$ cat config.mk
export PLATFORM = sky130hd
export DESIGN_NAME = bcm_readout_sequencer
export DESIGN_NICKNAME = d
export VERILOG_FILES = /design/src/rtl/bcm_readout_sequencer_pkg.sv /design/src/rtl/bcm_readout_sequencer_index_counter.sv /design/src/rtl/bcm_readout_sequencer.sv
export SDC_FILE = /design/constraint.sdc
export NUM_CORES = 1
export LEC_CHECK = 0
export CORE_AREA = 2 2 80 139
export DETAILED_ROUTE_END_ITERATION = 12
export DIE_AREA = 0 0 82 141
export PLACE_DENSITY = 0.79
export SKIP_CTS_REPAIR_TIMING = 1
export SYNTH_ARGS = -nofsm -noshare
export SYNTH_HDL_FRONTEND = slang
export SYNTH_SLANG_ARGS = --single-unit
$ cat constraint.sdc
create_clock -name sysClk -period 3.4 [get_ports sysClk]
set_clock_uncertainty 0.1 [all_clocks]
set_input_delay 0.68 -clock sysClk [delete_from_list [all_inputs] [get_ports sysClk]]
set_output_delay 0.68 -clock sysClk [all_outputs]
set_load 0.005 [all_outputs]
$ cat src/rtl/bcm_readout_sequencer_pkg.sv
// Shared definitions for the bunch-current-monitor readout path: sequencer
// states, control-word bit positions and readout address-word layout.
package bcm_readout_sequencer_pkg;

  typedef enum logic [2:0] {
    IDLE,
    WAIT_ACQ,
    STROBE,
    SETTLE,
    PUSH
  } seqState_t;

  localparam int CTRL_START_BIT   = 31;
  localparam int CTRL_ABORT_BIT   = 30;
  localparam int ACQ_ACTIVE_BIT   = 31;
  localparam int ADDR_SAMPLE_LSB  = 0;
  localparam int ADDR_CHANNEL_LSB = 24;

  // Degenerate parameter sets can produce zero-width fields; keep them at one bit.
  function automatic int widthMin1(input int w);
    return (w < 1) ? 1 : w;
  endfunction

  // The row field sits directly above the sample field, so its offset is the sample width.
  function automatic logic [31:0] packAddrWord(input logic [31:0] channel,
                                               input logic [31:0] row,
                                               input logic [31:0] sample,
                                               input int          rowLsb);
    return (channel << ADDR_CHANNEL_LSB) | (row << rowLsb) | (sample << ADDR_SAMPLE_LSB);
  endfunction

endpackage

$ cat src/rtl/bcm_readout_sequencer_index_counter.sv
// Nested sample/row/channel counters for the readout walk, with a flag that
// marks the final word of the acquisition.
module bcm_readout_index_counter #(
  parameter int CHANNEL_COUNT         = 2,
  parameter int AXI_SAMPLES_PER_CLOCK = 4,
  parameter int DAW                   = 4,
  parameter int SIW                   = 3,
  parameter int CIW                   = 1
) (
  input  logic           sysClk,
  input  logic           sysReset,
  input  logic           clear,
  input  logic           advance,
  input  logic [DAW-1:0] rowLast,
  output logic [SIW-1:0] sampleNext,
  output logic [DAW-1:0] rowNext,
  output logic [CIW-1:0] channelNext,
  output logic           isLast
);

  logic [SIW-1:0] sampleReg;
  logic [DAW-1:0] rowReg;
  logic [CIW-1:0] channelReg;
  logic           sampleWrap;
  logic           rowWrap;

  assign sampleWrap = (sampleReg == SIW'(AXI_SAMPLES_PER_CLOCK - 1));
  assign rowWrap    = (rowReg == rowLast);
  assign isLast     = sampleWrap && rowWrap && (channelReg == CIW'(CHANNEL_COUNT - 1));

  // Next values are exported so the address word can be loaded on the same edge the indices move.
  always_comb begin
    sampleNext  = sampleReg;
    rowNext     = rowReg;
    channelNext = channelReg;
    if (clear) begin
      sampleNext  = '0;
      rowNext     = '0;
      channelNext = '0;
    end else if (advance) begin
      if (sampleWrap) begin
        sampleNext = '0;
        if (rowWrap) begin
          rowNext     = '0;
          channelNext = isLast ? '0 : channelReg + 1'b1;
        end else begin
          rowNext = rowReg + 1'b1;
        end
      end else begin
        sampleNext = sampleReg + 1'b1;
      end
    end
  end

  always_ff @(posedge sysClk or posedge sysReset) begin
    if (sysReset) begin
      sampleReg  <= '0;
      rowReg     <= '0;
      channelReg <= '0;
    end else begin
      sampleReg  <= sampleNext;
      rowReg     <= rowNext;
      channelReg <= channelNext;
    end
  end

endmodule

$ cat src/rtl/bcm_readout_sequencer.sv
// Autonomous acquisition-buffer reader: strobes each readout address, waits a
// settle delay, captures the readout value and streams it out for DMA.
module bcm_readout_sequencer
  import bcm_readout_sequencer_pkg::*;
#(
  parameter int CHANNEL_COUNT         = 2,
  parameter int SAMPLE_CAPACITY       = 64,
  parameter int AXI_SAMPLES_PER_CLOCK = 4,
  parameter int SETTLE_CYCLES         = 8
) (
  input  logic        sysClk,
  input  logic        sysReset,
  input  logic        sysCsrStrobe,
  input  logic [31:0] GPIO_OUT,
  output logic [31:0] sysStatusReg,
  input  logic [31:0] acqStatus,
  output logic        sysAddrStrobe,
  output logic [31:0] sysAddrWord,
  input  logic [31:0] sysReadoutReg,
  output logic [31:0] m_tdata,
  output logic        m_tvalid,
  input  logic        m_tready,
  output logic        m_tlast
);

  localparam int DAW = widthMin1($clog2(SAMPLE_CAPACITY / AXI_SAMPLES_PER_CLOCK));
  localparam int SIW = widthMin1($clog2(AXI_SAMPLES_PER_CLOCK + 1));
  localparam int CIW = widthMin1($clog2(CHANNEL_COUNT));
  localparam int SCW = widthMin1($clog2(SETTLE_CYCLES));

  seqState_t      stateReg, stateNext;
  logic           startReq, abortReq, abortRun;
  logic           clearIdx, loadSettle, capture, accept;
  logic [SCW-1:0] settleCountReg;
  logic [DAW-1:0] rowLastReg;
  logic [23:0]    wordCountReg;
  logic           busyReg, waitAcqReg, abortedReg;
  logic           addrStrobeReg, mValidReg, mLastReg;
  logic [31:0]    addrWordReg, mDataReg;
  logic [SIW-1:0] sampleNext;
  logic [DAW-1:0] rowNext;
  logic [CIW-1:0] channelNext;
  logic           isLast;
  logic           unusedBits;

  assign unusedBits = &{1'b0, GPIO_OUT[29:0], acqStatus[30:DAW]};

  // Abort dominates a simultaneous start, even in IDLE where abort itself does nothing.
  assign abortReq = sysCsrStrobe && GPIO_OUT[CTRL_ABORT_BIT];
  assign startReq = sysCsrStrobe && GPIO_OUT[CTRL_START_BIT] && !abortReq;
  assign abortRun = abortReq && (stateReg != IDLE);

  always_comb begin
    stateNext  = stateReg;
    clearIdx   = 1'b0;
    loadSettle = 1'b0;
    capture    = 1'b0;
    accept     = 1'b0;
    case (stateReg)
      IDLE: begin
        if (startReq) begin
          clearIdx  = 1'b1;
          stateNext = WAIT_ACQ;
        end
      end
      WAIT_ACQ: begin
        if (!acqStatus[ACQ_ACTIVE_BIT]) stateNext = STROBE;
      end
      STROBE: begin
        loadSettle = 1'b1;
        stateNext  = SETTLE;
      end
      SETTLE: begin
        if (settleCountReg == '0) begin
          capture   = 1'b1;
          stateNext = PUSH;
        end
      end
      PUSH: begin
        if (mValidReg && m_tready) begin
          accept    = 1'b1;
          stateNext = mLastReg ? IDLE : STROBE;
        end
      end
      default: stateNext = IDLE;
    endcase
    if (abortRun) begin
      stateNext  = IDLE;
      loadSettle = 1'b0;
      capture    = 1'b0;
      accept     = 1'b0;
    end
  end

  bcm_readout_index_counter #(
    .CHANNEL_COUNT        (CHANNEL_COUNT),
    .AXI_SAMPLES_PER_CLOCK(AXI_SAMPLES_PER_CLOCK),
    .DAW                  (DAW),
    .SIW                  (SIW),
    .CIW                  (CIW)
  ) indexCounter (
    .sysClk     (sysClk),
    .sysReset   (sysReset),
    .clear      (clearIdx),
    .advance    (accept),
    .rowLast    (rowLastReg),
    .sampleNext (sampleNext),
    .rowNext    (rowNext),
    .channelNext(channelNext),
    .isLast     (isLast)
  );

  always_ff @(posedge sysClk or posedge sysReset) begin
    if (sysReset) begin
      stateReg       <= IDLE;
      settleCountReg <= '0;
      rowLastReg     <= '0;
      wordCountReg   <= '0;
      busyReg        <= 1'b0;
      waitAcqReg     <= 1'b0;
      abortedReg     <= 1'b0;
      addrStrobeReg  <= 1'b0;
      addrWordReg    <= '0;
      mDataReg       <= '0;
      mValidReg      <= 1'b0;
      mLastReg       <= 1'b0;
    end else begin
      stateReg      <= stateNext;
      busyReg       <= (stateNext != IDLE);
      waitAcqReg    <= (stateNext == WAIT_ACQ);
      addrStrobeReg <= (stateNext == STROBE);
      if (stateNext == STROBE) begin
        addrWordReg <= packAddrWord(32'(channelNext), 32'(rowNext), 32'(sampleNext), SIW);
      end
      if (clearIdx) begin
        rowLastReg   <= acqStatus[DAW-1:0];
        wordCountReg <= '0;
        abortedReg   <= 1'b0;
      end
      if (abortRun) abortedReg <= 1'b1;
      if (loadSettle) begin
        settleCountReg <= SCW'(SETTLE_CYCLES - 1);
      end else if (stateReg == SETTLE && settleCountReg != '0) begin
        settleCountReg <= settleCountReg - 1'b1;
      end
      // Output word stays frozen while stalled; only capture, accept or abort touch it.
      if (capture) begin
        mDataReg  <= sysReadoutReg;
        mValidReg <= 1'b1;
        mLastReg  <= isLast;
      end else if (accept || abortRun) begin
        mValidReg <= 1'b0;
        mLastReg  <= 1'b0;
      end
      if (accept) wordCountReg <= wordCountReg + 1'b1;
    end
  end

  assign sysStatusReg  = {busyReg, waitAcqReg, abortedReg, 5'b0, wordCountReg};
  assign sysAddrStrobe = addrStrobeReg;
  assign sysAddrWord   = addrWordReg;
  assign m_tdata       = mDataReg;
  assign m_tvalid      = mValidReg;
  assign m_tlast       = mLastReg;

endmodule

==> results.md <==
* Status: finished, final reports clean
* Worst Setup End Kind: register
* Met2 global-route usage at 0.309
* Die width at 82 um
* Cell Pwr Density at around 460 nW/um^2
* Largest net degree at the start of global routing at between 50 and 60
* Iteration-0 DRC count of the detailed router at 174
* RSZ-0062 raised after global routing: no
* Post-synthesis cell type with the largest combined area: dfrtp_1
* Critical Path Fanout Max at 9
* Final Instance Area at 5650 um^2
* # clock sinks at ~90
* Busiest grt layer: met2
* CP max stage cell: clkdlybuf4s50_1
* Worst Hold Slack at 0.385 ns
* Count of mapped cells out of synthesis at 370
* Post-Synth Simple-Gate Area at 0.167
* Synth Flop Type: dfrtp_1
* Post-layout util at 0.538
* Worst-margin pin slew at 0.573 ns
* Row count at 50
* Final Hold Fails at 0
* Ports at 199
* Seq cells post-synth at 88
* ANT cells at 0
* Routed Antenna Nets at 0
* Biggest cell delay along the critical path at 0.48 ns
* Register area at 2200 um^2
* CP Data Arrival Time at 2.83 ns
* Grt total ovfl at 0
* First-pass GRT wire length at 15.5 mm
* CTS clk-pin slew, worst paths at 0.07 ns
* Post-synthesis adder-cell area fraction at 0.0149
* XOR/XNOR Fraction of Synth Area at 0.0167
* Vias at between 3000 and 4000
* CP startpoint kind: input port
* Most common library cells after synthesis: dfrtp_1 (88), nand2_1 (46), mux2_2 (38), buf_4 (32), nor2_1 (22)
* Die height at 141 um
* Largest family of logic cells by synthesized area: simple AND/OR/NAND/NOR gates
* Post-synth EDFFs at 0
* Vias in the first global route at 3256
* Starting Density at 0.399
* Peak VDD IR at 0.307 mV
* Fin crit share at 0.798
* WL/cell at 14.9 um
* Top cells by area, synth: dfrtp_1 (53%), mux2_2 (10%), buf_4 (5.7%)
* CP Cell Sequence: clkdlybuf4s50_1, and2_0, o21a_1, a21o_1, nor4b_2, buf_4, mux2_2
* Crit path required time at 3.51 ns
* Pre-antenna DRT Iters at 5
* Tmin final at 2.71 ns
* HP Class: reg2reg
* Top-count cell post-synth: dfrtp_1
* Total power at 2.62 mW
* Worst-skew pair later-pin latency at 0.34 ns
* Post-Syn Area at 4190 um^2
* Die area at 11600 um^2
* Initial antenna violation count at 0
* Post-DR vias/cell at 4.97
* Post-synthesis mux area share at 0.144
* Met3 GRT Util at 0.0538
* Layout area overhead at 34.8%
* FILL cells at 902
* WL final at 9.25 mm
* Share of the synthesized area in the top cell type at 0.525
* # port buffers at 112
* Cts bufs inserted at 9
* Final Slew Violations at 0
* CTS tree: built
* Placement Cell Area at around 5400 um^2
* Max Fclk at 0.369 GHz
* Setup-failing EPs final at 0
* Post-synth cell types at 49
* Kind of critical path: in2reg
* # H-tree levels at 3
* Share of layout cells above drive strength 1 at 0.147
* Synth Area in Compound Gates at 0.0531
* CTS Root Cell: clkbuf_16
* Placer's final routability congestion estimate at 0.830
* Core area at 10500 um^2
* CTS max path bufs at 2
* Syn avg cell area at ~11 um^2
* Yosys warnings at 0
* Leakage at 2.62 nW
* Register area share after synthesis at 0.525
* Final net count at about 600
* # Max-Cap Violations at 0
* Met1 GRT Util at 0.185
* Hpwl dp at 6.97 mm
* Drt drc at 0
* Rel. slew slack at 0.617
* Setup TNS at 0 ns
* GRT Util Overall at 0.174
* Async set or reset register ratio after synthesis at 1.00
* Area of the multi-input gates at 1780 um^2
==> worst max-delay path: cells and delay by family <==
family                 cells  cell delay, ns
AOI/OAI and AO/OA          2            0.46
buffers and inverters      2            0.70
and+or+nand+nor            2            0.62
muxes                      1            0.35
==> cells by family (layout without fill, tap and decap cells) <==
group	count (synthesis)	count (layout)
AND/OR/NAND/NOR	127	127
flip-flops	88	88
multiplexers	55	55
buffers and inverters	51	142
AO/OA/AOI/OAI	35	35
XOR/XNOR	8	8
adder cells (fa/ha/maj)	5	5
other	1	29
==> where the power goes <==
| part | internal, mW | switching (mW) |
|---|---|---|
| clock network | 0.545 | 0.417 |
| registers | 1.13 | 0.0670 |
| logic | 0.238 | 0.226 |
| total | 1.91 | 0.710 |
==> per-layer routing <==
layer	vias up	part of all wire
met5	-	0
met4	0	0.018
met3	14	0.075
met2	120	0.55
met1	1493	0.35
li1	1448	-
==> cell usage in the layout (no fill, tap or decap), drive strengths merged, types with 9 or more instances in the layout <==
master         count
nor2              22
conb              29
dfrtp             88
nand3             16
clkdlybuf4s50    112
nand2             46
mux2i             16
inv                9
o21ai             10
clkbuf            12
mux2              39
==> state kept, by name, summed over array words and instances, names as in the netlist <==
name                     count
m_tvalid                     1
settleCountReg               3
indexCounter.sampleReg       3
rowLastReg                   4
sysAddrStrobe                1
indexCounter.channelReg      1
m_tdata                     32
indexCounter.rowReg          4
stateReg                     3
m_tlast                      1
busyReg                      1
abortedReg                   1
wordCountReg                24
waitAcqReg                   1
sysAddrWord                  8
==> through the flow <==
| stage | instances | worst slack [ns] |
|---|---|---|
| floorplan | 398 | 0.341 |
| global placement | 603 | 0.353 |
| detailed placement | 603 | 0.350 |
| CTS | 619 | 0.676 |
| global route | 619 | 0.590 |
| finish | 619 | 0.687 |
==> area by class of cell <==
class	instances	share of cell area
Sequential cell	88	0.390
Multi-Input combinational cell	259	0.316
Timing Repair Buffer	118	0.209
Clock buffer	12	0.0454
Tap cell	130	0.0288
Clock inverter	4	0.00642
Inverter	8	0.00554
==> final timing paths <==
check / cells after the start / slack, ns / to / start
max: 7 / 0.69 / sysAddrWord[2] / GPIO_OUT[30]
min in group asynchronous: 2 / 0.60 / m_tdata[5] / sysReset
min reg2reg: 1 / 0.39 / wordCountReg[23] / wordCountReg[23]
max reg2reg: 5 / 0.99 / wordCountReg[22] / stateReg[0]
min: 1 / 0.39 / wordCountReg[23] / wordCountReg[23]
max in group asynchronous: 3 / 1.90 / sysAddrWord[4] / sysReset
Note: power is estimated with default switching activity, not from simulation.
